[config.mk]
export PLATFORM = sky130hd
export DESIGN_NAME = mem_arbiter_flat
export DESIGN_NICKNAME = d
export VERILOG_FILES = /design/src/rtl/mem_arbiter_if.sv /design/src/rtl/mem_arbiter.sv /design/src/flat_wrapper.sv
export SDC_FILE = /design/constraint.sdc
export NUM_CORES = 1
export LEC_CHECK = 0
export CORE_MARGIN = 5
export CORE_UTILIZATION = 24
export CTS_CLUSTER_DIAMETER = 80
export DETAILED_ROUTE_END_ITERATION = 8
export GPL_ROUTABILITY_DRIVEN = 0
export PLACE_DENSITY_LB_ADDON = 0.2
export SKIP_CTS_REPAIR_TIMING = 1
export SYNTH_ARGS = -nofsm -noshare
export SYNTH_HDL_FRONTEND = slang
export SYNTH_SLANG_ARGS = --single-unit
[constraint.sdc]
create_clock -name CLK -period 2.4 [get_ports CLK]
set_clock_uncertainty 0.05 [all_clocks]
set_input_delay 0.6 -clock CLK [delete_from_list [all_inputs] [get_ports CLK]]
set_output_delay 0.6 -clock CLK [all_outputs]
set_load 0.005 [all_outputs]
[src/rtl/mem_arbiter_if.sv]
// -----------------------------------------------------------------------------
// mem_arbiter_if
// Bundles the request side (instruction fetch + data strobes), the hit/return
// side and the single-ported RAM side of the memory arbiter.
//   slave  : the arbiter's view (takes requests and RAM returns, drives hits
//            and RAM strobes)
//   master : the environment's view (request unit, datapath and RAM together)
// Signals:
//   iREN/iaddr                   instruction fetch request and address
//   dREN/dWEN/daddr/dstore       data read/write request, address, store data
//   ihit/dhit/iload/dload/err    completion pulses, returned data, timeout flag
//   ramREN/ramWEN/ramaddr/ramstore  RAM strobes, address and write data
//   ramload/ram_ready            RAM read data and one-cycle completion
// -----------------------------------------------------------------------------
interface mem_arbiter_if #(
   parameter int ADDR_W = 32,
   parameter int WORD_W = 32
);
   logic              iREN;
   logic [ADDR_W-1:0] iaddr;
   logic              dREN;
   logic              dWEN;
   logic [ADDR_W-1:0] daddr;
   logic [WORD_W-1:0] dstore;
   logic              ihit;
   logic              dhit;
   logic [WORD_W-1:0] iload;
   logic [WORD_W-1:0] dload;
   logic              err;
   logic              ramREN;
   logic              ramWEN;
   logic [ADDR_W-1:0] ramaddr;
   logic [WORD_W-1:0] ramstore;
   logic [WORD_W-1:0] ramload;
   logic              ram_ready;

   modport slave (
      input  iREN, iaddr, dREN, dWEN, daddr, dstore, ramload, ram_ready,
      output ihit, dhit, iload, dload, err, ramREN, ramWEN, ramaddr, ramstore
   );

   modport master (
      output iREN, iaddr, dREN, dWEN, daddr, dstore, ramload, ram_ready,
      input  ihit, dhit, iload, dload, err, ramREN, ramWEN, ramaddr, ramstore
   );
endinterface

[src/rtl/mem_arbiter.sv]
// -----------------------------------------------------------------------------
// mem_arbiter
// Arbitrates instruction fetches and data loads/stores onto one single-ported,
// variable-latency RAM. One access is outstanding at a time; conflicting
// requests are granted round-robin, and an access that sees no ram_ready for
// TIMEOUT cycles is aborted and reported through err alongside its hit.
// Ports:
//   CLK  - system clock, all state on the rising edge
//   RST  - synchronous active-high reset
//   bus  - mem_arbiter_if.slave (requests, hits, returned data, RAM side)
// All outputs are registered. RAM strobes are computed from the next state so
// that they line up exactly with the IACC/DACC states.
// -----------------------------------------------------------------------------
module mem_arbiter #(
   parameter int ADDR_W  = 32,
   parameter int WORD_W  = 32,
   parameter int TIMEOUT = 255
) (
   input  logic          CLK,
   input  logic          RST,
   mem_arbiter_if.slave  bus
);

   typedef enum logic [1:0] {
      IDLE = 2'd0,
      IACC = 2'd1,
      DACC = 2'd2,
      RESP = 2'd3
   } state_t;

   localparam int CNT_W = $clog2(TIMEOUT + 1);
   localparam logic [CNT_W-1:0] CNT_LAST = CNT_W'(TIMEOUT - 1);
   localparam logic [CNT_W-1:0] CNT_MAX  = CNT_W'(TIMEOUT);

   // last_grant encoding: 0 = instruction, 1 = data
   localparam logic GRANT_INSTR = 1'b0;

   state_t            state_r;
   state_t            next_state_s;
   logic [CNT_W-1:0]  cnt_r;
   logic              last_grant_r;
   logic              sel_data_r;
   logic              op_wr_r;
   logic [ADDR_W-1:0] addr_r;
   logic [WORD_W-1:0] store_r;
   logic [WORD_W-1:0] iload_r;
   logic [WORD_W-1:0] dload_r;
   logic              ihit_r;
   logic              dhit_r;
   logic              err_r;
   logic              ramren_r;
   logic              ramwen_r;

   logic              data_pend_s;
   logic              grant_s;
   logic              grant_data_s;
   logic              capture_s;
   logic              timeout_s;
   logic              next_wr_s;
   logic              next_sel_data_s;
   logic              ramren_next_s;
   logic              ramwen_next_s;
   logic              ihit_next_s;
   logic              dhit_next_s;

   // Next-state, grant decision and next values of the registered outputs
   always_comb begin
      next_state_s = state_r;
      grant_s      = 1'b0;
      grant_data_s = 1'b0;
      capture_s    = 1'b0;
      timeout_s    = 1'b0;
      data_pend_s  = bus.dREN | bus.dWEN;

      case (state_r)
         IDLE: begin
            grant_s = data_pend_s | bus.iREN;
            if (data_pend_s && bus.iREN) begin
               // conflict: the side that did not win last time goes now
               grant_data_s = (last_grant_r == GRANT_INSTR);
            end else begin
               grant_data_s = data_pend_s;
            end
            if (grant_s) begin
               next_state_s = grant_data_s ? DACC : IACC;
            end else begin
               next_state_s = IDLE;
            end
         end
         IACC, DACC: begin
            if (bus.ram_ready) begin
               capture_s    = 1'b1;
               next_state_s = RESP;
            end else if (cnt_r == CNT_LAST) begin
               timeout_s    = 1'b1;
               next_state_s = RESP;
            end else begin
               next_state_s = state_r;
            end
         end
         RESP: begin
            next_state_s = IDLE;
         end
         default: begin
            next_state_s = IDLE;
         end
      endcase

      // a simultaneous read+write request is carried out as a write
      next_wr_s       = grant_s ? (grant_data_s & bus.dWEN) : op_wr_r;
      next_sel_data_s = grant_s ? grant_data_s : sel_data_r;
      ramren_next_s   = (next_state_s == IACC) |
                        ((next_state_s == DACC) & ~next_wr_s);
      ramwen_next_s   = (next_state_s == DACC) & next_wr_s;
      ihit_next_s     = (next_state_s == RESP) & ~next_sel_data_s;
      dhit_next_s     = (next_state_s == RESP) & next_sel_data_s;
   end

   // FSM state register
   always_ff @(posedge CLK) begin
      if (RST) begin
         state_r <= IDLE;
      end else begin
         state_r <= next_state_s;
      end
   end

   // Grant latches, access counter and captured load data
   always_ff @(posedge CLK) begin
      if (RST) begin
         cnt_r        <= '0;
         last_grant_r <= GRANT_INSTR;
         sel_data_r   <= 1'b0;
         op_wr_r      <= 1'b0;
         addr_r       <= '0;
         store_r      <= '0;
         iload_r      <= '0;
         dload_r      <= '0;
      end else begin
         if (grant_s) begin
            cnt_r        <= '0;
            last_grant_r <= grant_data_s;
            sel_data_r   <= grant_data_s;
            op_wr_r      <= next_wr_s;
            if (grant_data_s) begin
               addr_r  <= bus.daddr;
               store_r <= bus.dstore;
            end else begin
               addr_r  <= bus.iaddr;
            end
         end else if ((state_r == IACC || state_r == DACC) && cnt_r != CNT_MAX) begin
            cnt_r <= cnt_r + {{(CNT_W-1){1'b0}}, 1'b1};
         end
         if (capture_s) begin
            if (!sel_data_r) begin
               iload_r <= bus.ramload;
            end else if (!op_wr_r) begin
               dload_r <= bus.ramload;
            end
         end
      end
   end

   // Registered hit, error and RAM strobe outputs
   always_ff @(posedge CLK) begin
      if (RST) begin
         ihit_r   <= 1'b0;
         dhit_r   <= 1'b0;
         err_r    <= 1'b0;
         ramren_r <= 1'b0;
         ramwen_r <= 1'b0;
      end else begin
         ihit_r   <= ihit_next_s;
         dhit_r   <= dhit_next_s;
         err_r    <= timeout_s;
         ramren_r <= ramren_next_s;
         ramwen_r <= ramwen_next_s;
      end
   end

   assign bus.ihit     = ihit_r;
   assign bus.dhit     = dhit_r;
   assign bus.err      = err_r;
   assign bus.iload    = iload_r;
   assign bus.dload    = dload_r;
   assign bus.ramREN   = ramren_r;
   assign bus.ramWEN   = ramwen_r;
   assign bus.ramaddr  = addr_r;
   assign bus.ramstore = store_r;

endmodule
[src/flat_wrapper.sv]
// flat-port wrapper written by rule: the top's interface ports become plain ports
module mem_arbiter_flat 
#(
   parameter int ADDR_W  = 32,
   parameter int WORD_W  = 32,
   parameter int TIMEOUT = 255
)
  (CLK, RST, bus_iREN, bus_iaddr, bus_dREN, bus_dWEN, bus_daddr, bus_dstore, bus_ramload, bus_ram_ready, bus_ihit, bus_dhit, bus_iload, bus_dload, bus_err, bus_ramREN, bus_ramWEN, bus_ramaddr, bus_ramstore);
  mem_arbiter_if #(.ADDR_W(ADDR_W), .WORD_W(WORD_W)) bus_i ();
  input  logic CLK;
  input  logic RST;
  input wire logic [$bits(bus_i.iREN)-1:0] bus_iREN;
  input wire logic [$bits(bus_i.iaddr)-1:0] bus_iaddr;
  input wire logic [$bits(bus_i.dREN)-1:0] bus_dREN;
  input wire logic [$bits(bus_i.dWEN)-1:0] bus_dWEN;
  input wire logic [$bits(bus_i.daddr)-1:0] bus_daddr;
  input wire logic [$bits(bus_i.dstore)-1:0] bus_dstore;
  input wire logic [$bits(bus_i.ramload)-1:0] bus_ramload;
  input wire logic [$bits(bus_i.ram_ready)-1:0] bus_ram_ready;
  output wire logic [$bits(bus_i.ihit)-1:0] bus_ihit;
  output wire logic [$bits(bus_i.dhit)-1:0] bus_dhit;
  output wire logic [$bits(bus_i.iload)-1:0] bus_iload;
  output wire logic [$bits(bus_i.dload)-1:0] bus_dload;
  output wire logic [$bits(bus_i.err)-1:0] bus_err;
  output wire logic [$bits(bus_i.ramREN)-1:0] bus_ramREN;
  output wire logic [$bits(bus_i.ramWEN)-1:0] bus_ramWEN;
  output wire logic [$bits(bus_i.ramaddr)-1:0] bus_ramaddr;
  output wire logic [$bits(bus_i.ramstore)-1:0] bus_ramstore;
  assign bus_i.iREN = bus_iREN;
  assign bus_i.iaddr = bus_iaddr;
  assign bus_i.dREN = bus_dREN;
  assign bus_i.dWEN = bus_dWEN;
  assign bus_i.daddr = bus_daddr;
  assign bus_i.dstore = bus_dstore;
  assign bus_i.ramload = bus_ramload;
  assign bus_i.ram_ready = bus_ram_ready;
  assign bus_ihit = bus_i.ihit;
  assign bus_dhit = bus_i.dhit;
  assign bus_iload = bus_i.iload;
  assign bus_dload = bus_i.dload;
  assign bus_err = bus_i.err;
  assign bus_ramREN = bus_i.ramREN;
  assign bus_ramWEN = bus_i.ramWEN;
  assign bus_ramaddr = bus_i.ramaddr;
  assign bus_ramstore = bus_i.ramstore;
  mem_arbiter #(.ADDR_W(ADDR_W), .WORD_W(WORD_W), .TIMEOUT(TIMEOUT)) u_core (.CLK(CLK), .RST(RST), .bus(bus_i));
endmodule
# Word level (Yosys, flattened, before mapping)
# Index checks and enable logic that the tools add are counted.
[word_totals] latch_bits=0 wordCells=62 romBits=0 ramBits=0 ff_bits=146 n_memories=0
[op_classes] n_reduce_logical=10 n_mul=0 n_shift=0 div_mod_pow=0 addsub=1 n_eq_ne=8 muxes=15 order_cmp=0 bitwise=14
[ops] op="$mux 32" count=1
[ops] op="$mux 1" count=9
[ops] op="$add 8x1->8 const B" count=1
[ops] op="$eq 2x2->1 const B" count=4
[ops] op="$eq 8x8->1 const B" count=1
[ops] op="$mux 2" count=4
[ops] op="$ne 8x8->1 const B" count=1
[ops] op="$not 1->1" count=6
[ops] op="$pmux 2 s3" count=1
[ops] op="$and 1x1->1" count=5
[ops] op="$eq 2x1->1 const B" count=2
[ops] op="$reduce_and 2->1" count=2
[ops] op="$reduce_or 2->1" count=2
[ops] op="$or 1x1->1" count=3
[ops] op="$reduce_and 3->1" count=1
[ops] op="$reduce_or 3->1" count=1
[ops] op="$logic_and 1x1->1" count=2
[ops] op="$logic_not 2->1" count=1
[ops] op="$logic_or 1x1->1" count=1

# Logic depth before layout (Yosys ltp)
# Gate-level depths: netlist of the first run.
[logic_depth] word_depth=10 ltp_mapped=9 depth_no_buf=6

# Least setup slack after synthesis of the first run
# OpenSTA, ideal clock, no wires.
[synth_timing] path_type="register -> register" startpoint="register u_core.state_r[1]" endpoint="register u_core.iload_r[1] (netlist: u_core.bus.iload[1])" setup_time_ps=132 path_slack_ps=725 n_path_buf=3 path_stages_with_launch=10 t_required_ps=2218 period_less_slack_ps=1675 arrival_ps=1493 cell_sequence="dfxtp_1 > inv_1 > ha_1 > buf_4 > nand2_1 > or2_2 > clkbuf_1 > buf_2 > nand2_1 > a21oi_1"
[synth_between] elab_chain_cells=4 word_cells_on_any_way=5
[synth_lines] item="start: declaration" line_no="mem_arbiter.sv:38" rtl="state_t state_r;"
[synth_lines] item="start signal: assignment" line_no="mem_arbiter.sv:124" rtl="state_r <= next_state_s;"
[synth_lines] item="$eq 2x2->1 / $eq 2x1->1 (equally long branches)" line_no="mem_arbiter.sv:75" rtl="case (state_r)"
[synth_lines] item="$reduce_or 2->1 (*)" line_no="mem_arbiter.sv:75"
[synth_lines] item="$mux 1 (*)" line_no="mem_arbiter.sv:75"
[synth_lines] item="$reduce_and 2->1 (no source line) (*)"
[synth_lines] item="end signal: assignment" line_no="mem_arbiter.sv:156" rtl="iload_r <= bus.ramload;"
[synth_lines] item="end: declaration" line_no="mem_arbiter.sv:46" rtl="logic [WORD_W-1:0] iload_r;"
# Mark *: on every way between the ends. The rest lies on a longest branch, timed or not.
# A chain may end at the register's enable or synchronous reset.

# Worst setup path after layout of the first run
[layout_timing] startpoint="input bus_iREN" endpoint="register u_core.addr_r[8] (netlist: u_core.bus.ramaddr[8])"
[layout_between] elab_chain_cells=5 word_cells_on_any_way=7
[layout_lines] item="start: declaration" line_no="flat_wrapper.sv:12" rtl="input wire logic [$bits(bus_i.iREN)-1:0] bus_iREN;"
[layout_lines] item="$logic_and 1x1->1" line_no="mem_arbiter.sv:78" rtl="if (data_pend_s && bus.iREN) begin"
[layout_lines] item="$mux 1" line_no="mem_arbiter.sv:78"
[layout_lines] item="$mux 1 (2 in a row)" line_no="mem_arbiter.sv:75"
[layout_lines] item="$mux 32" line_no="mem_arbiter.sv:145" rtl="if (grant_data_s) begin"
[layout_lines] item="end signal: assignment" line_no="mem_arbiter.sv:146" rtl="addr_r <= bus.daddr;"
[layout_lines] item="end signal: assignment" line_no="mem_arbiter.sv:149" rtl="addr_r <= bus.iaddr;"
[layout_lines] item="end: declaration" line_no="mem_arbiter.sv:44" rtl="logic [ADDR_W-1:0] addr_r;"
# Several ways; a longest one is shown, not always the timed one. The select of a mux whose other input is x is not followed.

==> impl_metrics.xml, run 1 <==
<?xml version="1.0" encoding="UTF-8"?>
<metrics>
  <group name="clock_network">
    <metric name="cts_buffers" unit="">17</metric>
    <metric name="clockBufferDepth" unit="">2</metric>
    <metric name="clk_transition_reported_paths" unit="ns">0.06</metric>
    <metric name="clock_sinks" unit="">146</metric>
    <metric name="tritoncts_clock_tree" unit="">done</metric>
    <metric name="cts-root-buf" unit="">sky130_fd_sc_hd__clkbuf_16</metric>
    <metric name="worst_skew_pair.late_latency" unit="ns">0.41</metric>
    <metric name="cts_htree_levels" unit="">4</metric>
  </group>
  <group name="detailed_routing">
    <metric name="totalWireLength" unit="mm">19.0</metric>
    <metric name="vias" unit="">5480</metric>
    <metric name="drt.antenna.violating_nets" unit="">0</metric>
    <metric name="drt_iter0_markers" unit="">324</metric>
    <metric name="wl_per_cell" unit="µm">14.9</metric>
    <metric name="drcViolationCount" unit="">0</metric>
    <metric name="vias_per_cell" unit="">4.29</metric>
    <metric name="drtPass1Iterations" unit="">4</metric>
  </group>
  <group name="job">
    <metric name="max_cap_violations" unit="">0</metric>
  </group>
  <group name="setup_path">
    <metric name="worst-path-max-fanout" unit="">44</metric>
    <metric name="worst-setup-path-type" unit="">in2reg</metric>
    <metric name="startpoint" unit="">bus_iREN</metric>
    <metric name="cp.arrival" unit="ns">2.22</metric>
    <metric name="startpoint_type" unit="">input port</metric>
    <metric name="worst_setup_path_end_kind" unit="">flip-flop</metric>
    <metric name="reg2reg_from" unit="">u_core.state_r[1]</metric>
    <metric name="cp.required" unit="ns">2.67</metric>
  </group>
  <group name="power">
    <metric name="clock_power_share" unit="%">37.3</metric>
    <metric name="worst_ir_drop_vdd" unit="mV">0.359</metric>
    <metric name="intPower" unit="W">0.00565</metric>
    <metric name="swShare" unit="%">28.6</metric>
    <metric name="net-switching-power" unit="W">0.00226</metric>
    <metric name="total_leakage_power" unit="nW">3.36</metric>
    <metric name="sequentialPowerShare" unit="%">36.3</metric>
    <metric name="power_frac_comb" unit="%">26.4</metric>
    <metric name="power_density_over_cell_area" unit="mW/mm²">844</metric>
  </group>
  <group name="grt">
    <metric name="initial_antenna_violation_count" unit="">0</metric>
    <metric name="first_pass_grt_wire_length" unit="mm">29.4</metric>
    <metric name="grt_overflow_total" unit="">0</metric>
    <metric name="grt_usage" unit="%">13.8</metric>
    <metric name="grt_max_degree" unit="">84</metric>
    <metric name="via_count_of_the_first_global_routing_pass" unit="">5183</metric>
  </group>
  <group name="finish">
    <metric name="area.growth.synth_to_final" unit="%">65.3</metric>
    <metric name="mostFrequentLayoutCell" unit="">sky130_fd_sc_hd__clkdlybuf4s50_1</metric>
    <metric name="final_cell_count_no_fill" unit="">1276</metric>
    <metric name="post_route_cells_drive_above_1_share" unit="%">8.25</metric>
    <metric name="antennaDiodeCount" unit="">0</metric>
    <metric name="commonest_cells_after_routing_fill_and_taps_aside" unit="">265 x sky130_fd_sc_hd__clkdlybuf4s50_1, 261 x sky130_fd_sc_hd__nand2_1, 146 x sky130_fd_sc_hd__dfxtp_1</metric>
    <metric name="final_nets" unit="">1082</metric>
  </group>
  <group name="placed_design">
    <metric name="placed_cells" unit="">1244</metric>
    <metric name="dp_hpwl" unit="mm">13.3</metric>
    <metric name="count_of_input_and_output_buffers" unit="">266</metric>
  </group>
  <group name="timing">
    <metric name="tightestPinTransition" unit="ns">0.501</metric>
    <metric name="timing.final.max_slew_violations" unit="">0</metric>
    <metric name="final.period_utilization" unit="%">81.1</metric>
    <metric name="rsz0062_at_grt" unit="">no</metric>
    <metric name="final_hold_viol_count" unit="">0</metric>
    <metric name="totalNegativeSetupSlack" unit="ns">0</metric>
    <metric name="slew_headroom" unit="%">66.6</metric>
    <metric name="layout_min_cycle_time" unit="ns">1.95</metric>
    <metric name="setup_violations" unit="">0</metric>
    <metric name="max_freq" unit="GHz">0.514</metric>
  </group>
  <group name="status">
    <metric name="run_status" unit="">complete, no violations</metric>
  </group>
  <group name="floorplanning">
    <metric name="dieHeight" unit="µm">164</metric>
    <metric name="floorplan.io_pins" unit="">267</metric>
    <metric name="core.rowCount" unit="">56</metric>
    <metric name="core_area" unit="mm²">0.0233</metric>
    <metric name="start_util" unit="%">24.3</metric>
    <metric name="dieWidth" unit="µm">164</metric>
    <metric name="dieArea" unit="mm²">0.0268</metric>
  </group>
  <group name="synthesis">
    <metric name="synth_cell_type_count" unit="">49</metric>
    <metric name="postSynthRegisterBits" unit="">146</metric>
    <metric name="yosys_most_used_dff" unit="">sky130_fd_sc_hd__dfxtp_1</metric>
    <metric name="average_cell_area_after_synthesis" unit="µm²">8.18</metric>
    <metric name="synth_async_sr_flop_share" unit="%">0</metric>
    <metric name="netlist_area" unit="mm²">0.00567</metric>
    <metric name="synth.yosys.seq_area_share" unit="%">51.6</metric>
    <metric name="ys.warnings.count" unit="">0</metric>
    <metric name="synthesis.instances" unit="">693</metric>
    <metric name="number_of_synthesized_flops_with_an_enable_pin" unit="">0</metric>
    <metric name="synth_nets" unit="">831</metric>
  </group>
  <group name="worst_hold_path">
    <metric name="hold_start" unit="">u_core.bus.ramstore[15]</metric>
    <metric name="worst_hold_path_type" unit="">reg2reg</metric>
  </group>
</metrics>
==> registers in the layout, indices dropped and copies added (netlist names) <==
signal and cells:
u_core.bus.dload 32, u_core.bus.iload 32, u_core.bus.ramaddr 32, u_core.bus.ramstore 32
u_core.cnt_r 8, u_core.state_r 2, u_core.bus.dhit 1, u_core.bus.err 1
u_core.bus.ihit 1, u_core.bus.ramREN 1, u_core.bus.ramWEN 1, u_core.last_grant_r 1
u_core.op_wr_r 1, u_core.sel_data_r 1
==> kinds of logic (layout without fill, tap and decap cells) <==
logic type / Yosys count / after routing / share of synthesized area [%]
adder cells (fa/ha/maj): 4 / 4 / 0.883
AND/OR/NAND/NOR: 329 / 329 / 23.4
buffers and inverters: 57 / 321 / 4.66
AO/OA/AOI/OAI: 151 / 151 / 18.5
flip-flops: 146 / 146 / 51.6
XOR/XNOR: 5 / 5 / 0.773
multiplexers: 1 / 1 / 0.177
==> layer usage <==
metal  up-vias  wire length [µm]  track usage (%)
met1      2531              8120             17.0
met2       122              9680             23.8
met3        11              1050             3.89
met4         0               204             3.81
li1       2816                 -                -
met5         -                 0                0
==> layout make-up <==
class	count	area [µm²]
Inverter	7	26.3
Multi-Input combinational cell	490	2500
Clock inverter	12	193
Fill cell	2395	14000
Timing Repair Buffer	282	2880
Clock buffer	20	457
Sequential cell	146	2920
Tap cell	319	399
==> synthesized netlist by cell type (2+ instances only) <==
cell / number / share of area [%]
sky130_fd_sc_hd__nand3_1: 4 / 0.35
sky130_fd_sc_hd__clkbuf_1: 24 / 1.6
sky130_fd_sc_hd__buf_4: 4 / 0.53
sky130_fd_sc_hd__buf_2: 16 / 1.4
sky130_fd_sc_hd__ha_1: 4 / 0.88
sky130_fd_sc_hd__a311oi_1: 14 / 2.2
sky130_fd_sc_hd__buf_1: 4 / 0.26
sky130_fd_sc_hd__xor2_1: 2 / 0.31
sky130_fd_sc_hd__inv_1: 7 / 0.46
sky130_fd_sc_hd__o211ai_1: 3 / 0.40
sky130_fd_sc_hd__o21ai_0: 2 / 0.18
sky130_fd_sc_hd__nand2_1: 262 / 17
sky130_fd_sc_hd__dfxtp_1: 146 / 52
sky130_fd_sc_hd__nor3_1: 4 / 0.35
sky130_fd_sc_hd__a21oi_1: 101 / 8.9
sky130_fd_sc_hd__or2_2: 2 / 0.22
sky130_fd_sc_hd__buf_6: 2 / 0.40
sky130_fd_sc_hd__nor2_1: 42 / 2.8
sky130_fd_sc_hd__xnor2_1: 3 / 0.46
sky130_fd_sc_hd__a311oi_2: 18 / 4.8
==> worst max-delay path, cell delays in order <==
cell,delay [ns]
sky130_fd_sc_hd__clkdlybuf4s50_1,0.55
sky130_fd_sc_hd__a2bb2oi_2,0.26
sky130_fd_sc_hd__and2_2,0.22
sky130_fd_sc_hd__buf_12,0.23
sky130_fd_sc_hd__nand2_1,0.10
sky130_fd_sc_hd__a311oi_2,0.22
==> through the flow <==
stage,power [W],setup slack [ns],utilization [%],cell area [µm²],hold WS (ns)
2_1_floorplan,0.00392,0.725,-,5670,0.403
6_report,0.00791,0.454,40.2,9370,0.402
5_1_grt,0.00837,0.359,40.2,9370,0.418
3_5_place_dp,0.00505,0.0232,37.4,8720,0.396
3_3_place_gp,0.00505,0.0737,37.4,8720,0.390
4_1_cts,0.00806,0.413,40.2,9370,0.405
==> power groups by stage <==
stage / combinational (W) / sequential [W] / clock [W]
floorplan: 0.000976 / 0.00295 / 0
global placement: 0.00213 / 0.00292 / 0
detailed placement: 0.00212 / 0.00293 / 0
CTS: 0.00213 / 0.00288 / 0.00305
global route: 0.00229 / 0.00292 / 0.00316
finish: 0.00209 / 0.00288 / 0.00295
==> path summary, 6_finish.rpt <==
path                                                 to  slack [ns]  cells after the start
worst max-delay path              u_core.bus.ramaddr[8]        0.45                      6
worst min-delay path            u_core.bus.ramstore[15]        0.40                      2
worst max register to register     u_core.bus.iload[12]        0.54                      7
worst min register to register  u_core.bus.ramstore[15]        0.40                      2
Note: power is estimated with default switching activity, not from simulation.
==> run 2: changes to the inputs <==
clock period = 1.6 ns   (was 2.4 ns; I/O delays follow)
==> impl_metrics.xml, run 2 (same netlist as run 1, synthesis figures left out) <==
<?xml version="1.0" encoding="UTF-8"?>
<metrics>
  <group name="status">
    <metric name="run_status" unit="">finished, violations left</metric>
    <metric name="violations" unit="">negative setup slack</metric>
  </group>
  <group name="grt">
    <metric name="first_pass_grt_wire_length" unit="mm">30.3</metric>
    <metric name="grt_usage" unit="%">14.3</metric>
    <metric name="grt_max_degree" unit="">41</metric>
    <metric name="grt_overflow_total" unit="">0</metric>
    <metric name="via_count_of_the_first_global_routing_pass" unit="">5593</metric>
    <metric name="initial_antenna_violation_count" unit="">1</metric>
  </group>
  <group name="clock_network">
    <metric name="cts_buffers" unit="">17</metric>
    <metric name="cts_htree_levels" unit="">4</metric>
    <metric name="worst_skew_pair.late_latency" unit="ns">0.41</metric>
    <metric name="clockBufferDepth" unit="">2</metric>
    <metric name="clock_sinks" unit="">146</metric>
    <metric name="clk_transition_reported_paths" unit="ns">0.07</metric>
    <metric name="tritoncts_clock_tree" unit="">done</metric>
    <metric name="cts-root-buf" unit="">sky130_fd_sc_hd__clkbuf_16</metric>
  </group>
  <group name="setup_path">
    <metric name="worst-path-max-fanout" unit="">6</metric>
    <metric name="critPathTopFamily" unit="">buffers and inverters</metric>
    <metric name="worst-setup-path-type" unit="">reg2reg</metric>
    <metric name="cp.required" unit="ns">1.90</metric>
    <metric name="critical_path.cell_chain" unit="">inv_2 -&gt; ha_4 -&gt; nand2_4 -&gt; nor3b_4 -&gt; buf_6 -&gt; clkbuf_16 -&gt; nand2_4 -&gt; a21oi_2</metric>
    <metric name="startpoint_type" unit="">flip-flop</metric>
    <metric name="worst_setup_path_end_kind" unit="">flip-flop</metric>
    <metric name="cp.depth" unit="">8</metric>
    <metric name="ff2ff_setup_slack" unit="ns">-0.05</metric>
    <metric name="reg2reg_to" unit="">u_core.bus.dload[29]</metric>
    <metric name="cpPeakStageDelay" unit="ns">0.34</metric>
    <metric name="slowest_stage" unit="">sky130_fd_sc_hd__dfxtp_2</metric>
    <metric name="worst-path-buf-inv" unit="">3</metric>
    <metric name="reg2reg_from" unit="">u_core.state_r[1]</metric>
    <metric name="startpoint" unit="">u_core.state_r[1]</metric>
    <metric name="reg2reg_depth" unit="">8</metric>
    <metric name="cp.arrival" unit="ns">1.95</metric>
    <metric name="critPathMostFrequentCell" unit="">sky130_fd_sc_hd__nand2_4</metric>
    <metric name="worst_setup_path_endpoint" unit="">u_core.bus.dload[29]</metric>
  </group>
  <group name="timing">
    <metric name="final.period_utilization" unit="%">103</metric>
    <metric name="final_hold_slack" unit="ns">0.365</metric>
    <metric name="slew_headroom" unit="%">75.5</metric>
    <metric name="timing.final.max_slew_violations" unit="">0</metric>
    <metric name="final_hold_viol_count" unit="">0</metric>
    <metric name="max_freq" unit="GHz">0.608</metric>
    <metric name="tightestPinTransition" unit="ns">0.362</metric>
    <metric name="setup_ws" unit="ns">-0.0455</metric>
    <metric name="rsz0062_at_grt" unit="">yes</metric>
    <metric name="layout_min_cycle_time" unit="ns">1.65</metric>
    <metric name="setup_violations" unit="">19</metric>
  </group>
  <group name="detailed_routing">
    <metric name="totalWireLength" unit="mm">21.0</metric>
    <metric name="drtPass1Iterations" unit="">4</metric>
    <metric name="vias" unit="">5781</metric>
    <metric name="vias_per_cell" unit="">4.36</metric>
    <metric name="drt_iter0_markers" unit="">261</metric>
    <metric name="wl_per_cell" unit="µm">15.8</metric>
    <metric name="drcViolationCount" unit="">0</metric>
    <metric name="drt.antenna.violating_nets" unit="">0</metric>
  </group>
  <group name="power">
    <metric name="clock_power_share" unit="%">32.2</metric>
    <metric name="net-switching-power" unit="W">0.00374</metric>
    <metric name="total_leakage_power" unit="nW">6.02</metric>
    <metric name="worst_ir_drop_vdd" unit="mV">0.690</metric>
    <metric name="sequentialPowerShare" unit="%">36.5</metric>
    <metric name="intPower" unit="W">0.00811</metric>
    <metric name="swShare" unit="%">31.5</metric>
    <metric name="power_frac_comb" unit="%">31.3</metric>
    <metric name="power_density_over_cell_area" unit="mW/mm²">1130</metric>
  </group>
  <group name="finish">
    <metric name="final_cell_count_no_fill" unit="">1326</metric>
    <metric name="area.growth.synth_to_final" unit="%">85.5</metric>
    <metric name="commonest_cells_after_routing_fill_and_taps_aside" unit="">239 x sky130_fd_sc_hd__nand2_1, 133 x sky130_fd_sc_hd__dlymetal6s2s_1, 132 x sky130_fd_sc_hd__clkdlybuf4s50_1</metric>
    <metric name="post_route_cells_drive_above_1_share" unit="%">20.4</metric>
    <metric name="post-route-util" unit="%">45.1</metric>
    <metric name="mostFrequentLayoutCell" unit="">sky130_fd_sc_hd__nand2_1</metric>
    <metric name="final_nets" unit="">1131</metric>
    <metric name="final-seq-area" unit="mm²">0.00294</metric>
    <metric name="number_of_fill_cells" unit="">2287</metric>
    <metric name="multi_input_comb_area" unit="mm²">0.00285</metric>
  </group>
  <group name="worst_hold_path">
    <metric name="worst_hold_path_type" unit="">in2reg</metric>
    <metric name="whs_path_depth" unit="">3</metric>
  </group>
  <group name="floorplanning">
    <metric name="start_util" unit="%">24.3</metric>
    <metric name="core.rowCount" unit="">56</metric>
    <metric name="dieWidth" unit="µm">164</metric>
    <metric name="dieArea" unit="mm²">0.0268</metric>
    <metric name="floorplan.io_pins" unit="">267</metric>
    <metric name="core_area" unit="mm²">0.0233</metric>
    <metric name="dieHeight" unit="µm">164</metric>
  </group>
  <group name="placed_design">
    <metric name="placed_cells" unit="">1281</metric>
    <metric name="count_of_input_and_output_buffers" unit="">266</metric>
    <metric name="pre_cts_ws" unit="ns">-0.424</metric>
    <metric name="dp_hpwl" unit="mm">14.4</metric>
  </group>
  <group name="job">
    <metric name="max_cap_violations" unit="">0</metric>
  </group>
</metrics>
run 2: how the worst min path moves through the flow:
stage / endpoint / start
after floorplan: u_core.bus.dload[0] / u_core.bus.dload[0]
after global placement: u_core.bus.dload[4] / u_core.bus.dload[4]
after detailed placement: u_core.bus.iload[22] / u_core.bus.iload[22]
after CTS: u_core.bus.ramaddr[3] / RST
after global routing: u_core.bus.dload[10] / RST
final: u_core.bus.dload[10] / RST
run 2: power groups by stage:
stage	logic, W	clock network (W)	registers, W
5_1_grt	0.00406	0.00412	0.00439
4_1_cts	0.00356	0.00395	0.00433
2_1_floorplan	0.00151	0	0.00442
3_3_place_gp	0.00356	0	0.00439
6_report	0.00371	0.00382	0.00433
3_5_place_dp	0.00355	0	0.00440
run 2: layout make-up:
type / instances / area share (%)
Clock buffer: 17 / 4.05
Timing Repair Buffer: 330 / 35.6
Multi-Input combinational cell: 491 / 27.1
Clock inverter: 15 / 1.18
Sequential cell: 146 / 28.0
Tap cell: 319 / 3.80
Antenna cell: 1 / 0.0238
Inverter: 7 / 0.274
run 2: per-layer routing:
| layer | up-vias | share of wire, % | global-route usage, % | routed length (µm) |
|---|---|---|---|---|
| met1 | 2651 | 43 | 17.4 | 9080 |
| met2 | 192 | 47 | 23.3 | 9780 |
| li1 | 2924 | - | - | - |
| met3 | 14 | 9.0 | 6.15 | 1880 |
| met5 | - | 0 | 0 | 0 |
| met4 | 0 | 1.1 | 3.74 | 224 |
run 2: worst register-to-register path, stage by stage (launching register included):
cell                        delay (ns)
sky130_fd_sc_hd__dfxtp_2          0.34
sky130_fd_sc_hd__inv_2            0.05
sky130_fd_sc_hd__ha_4             0.30
sky130_fd_sc_hd__nand2_4          0.07
sky130_fd_sc_hd__nor3b_4          0.27
sky130_fd_sc_hd__buf_6            0.17
sky130_fd_sc_hd__clkbuf_16        0.17
sky130_fd_sc_hd__nand2_4          0.05
sky130_fd_sc_hd__a21oi_2          0.12
run 2: metrics by stage:
step	setup TNS [ns]	total power [W]	cell area, µm²
CTS	-23.77	0.0118	9650
detailed placement	-48.66	0.00795	9100
finish	-0.623	0.0119	10500
floorplan	0	0.00593	5710
global route	-2.71	0.0126	10500
global placement	-45.51	0.00795	9100
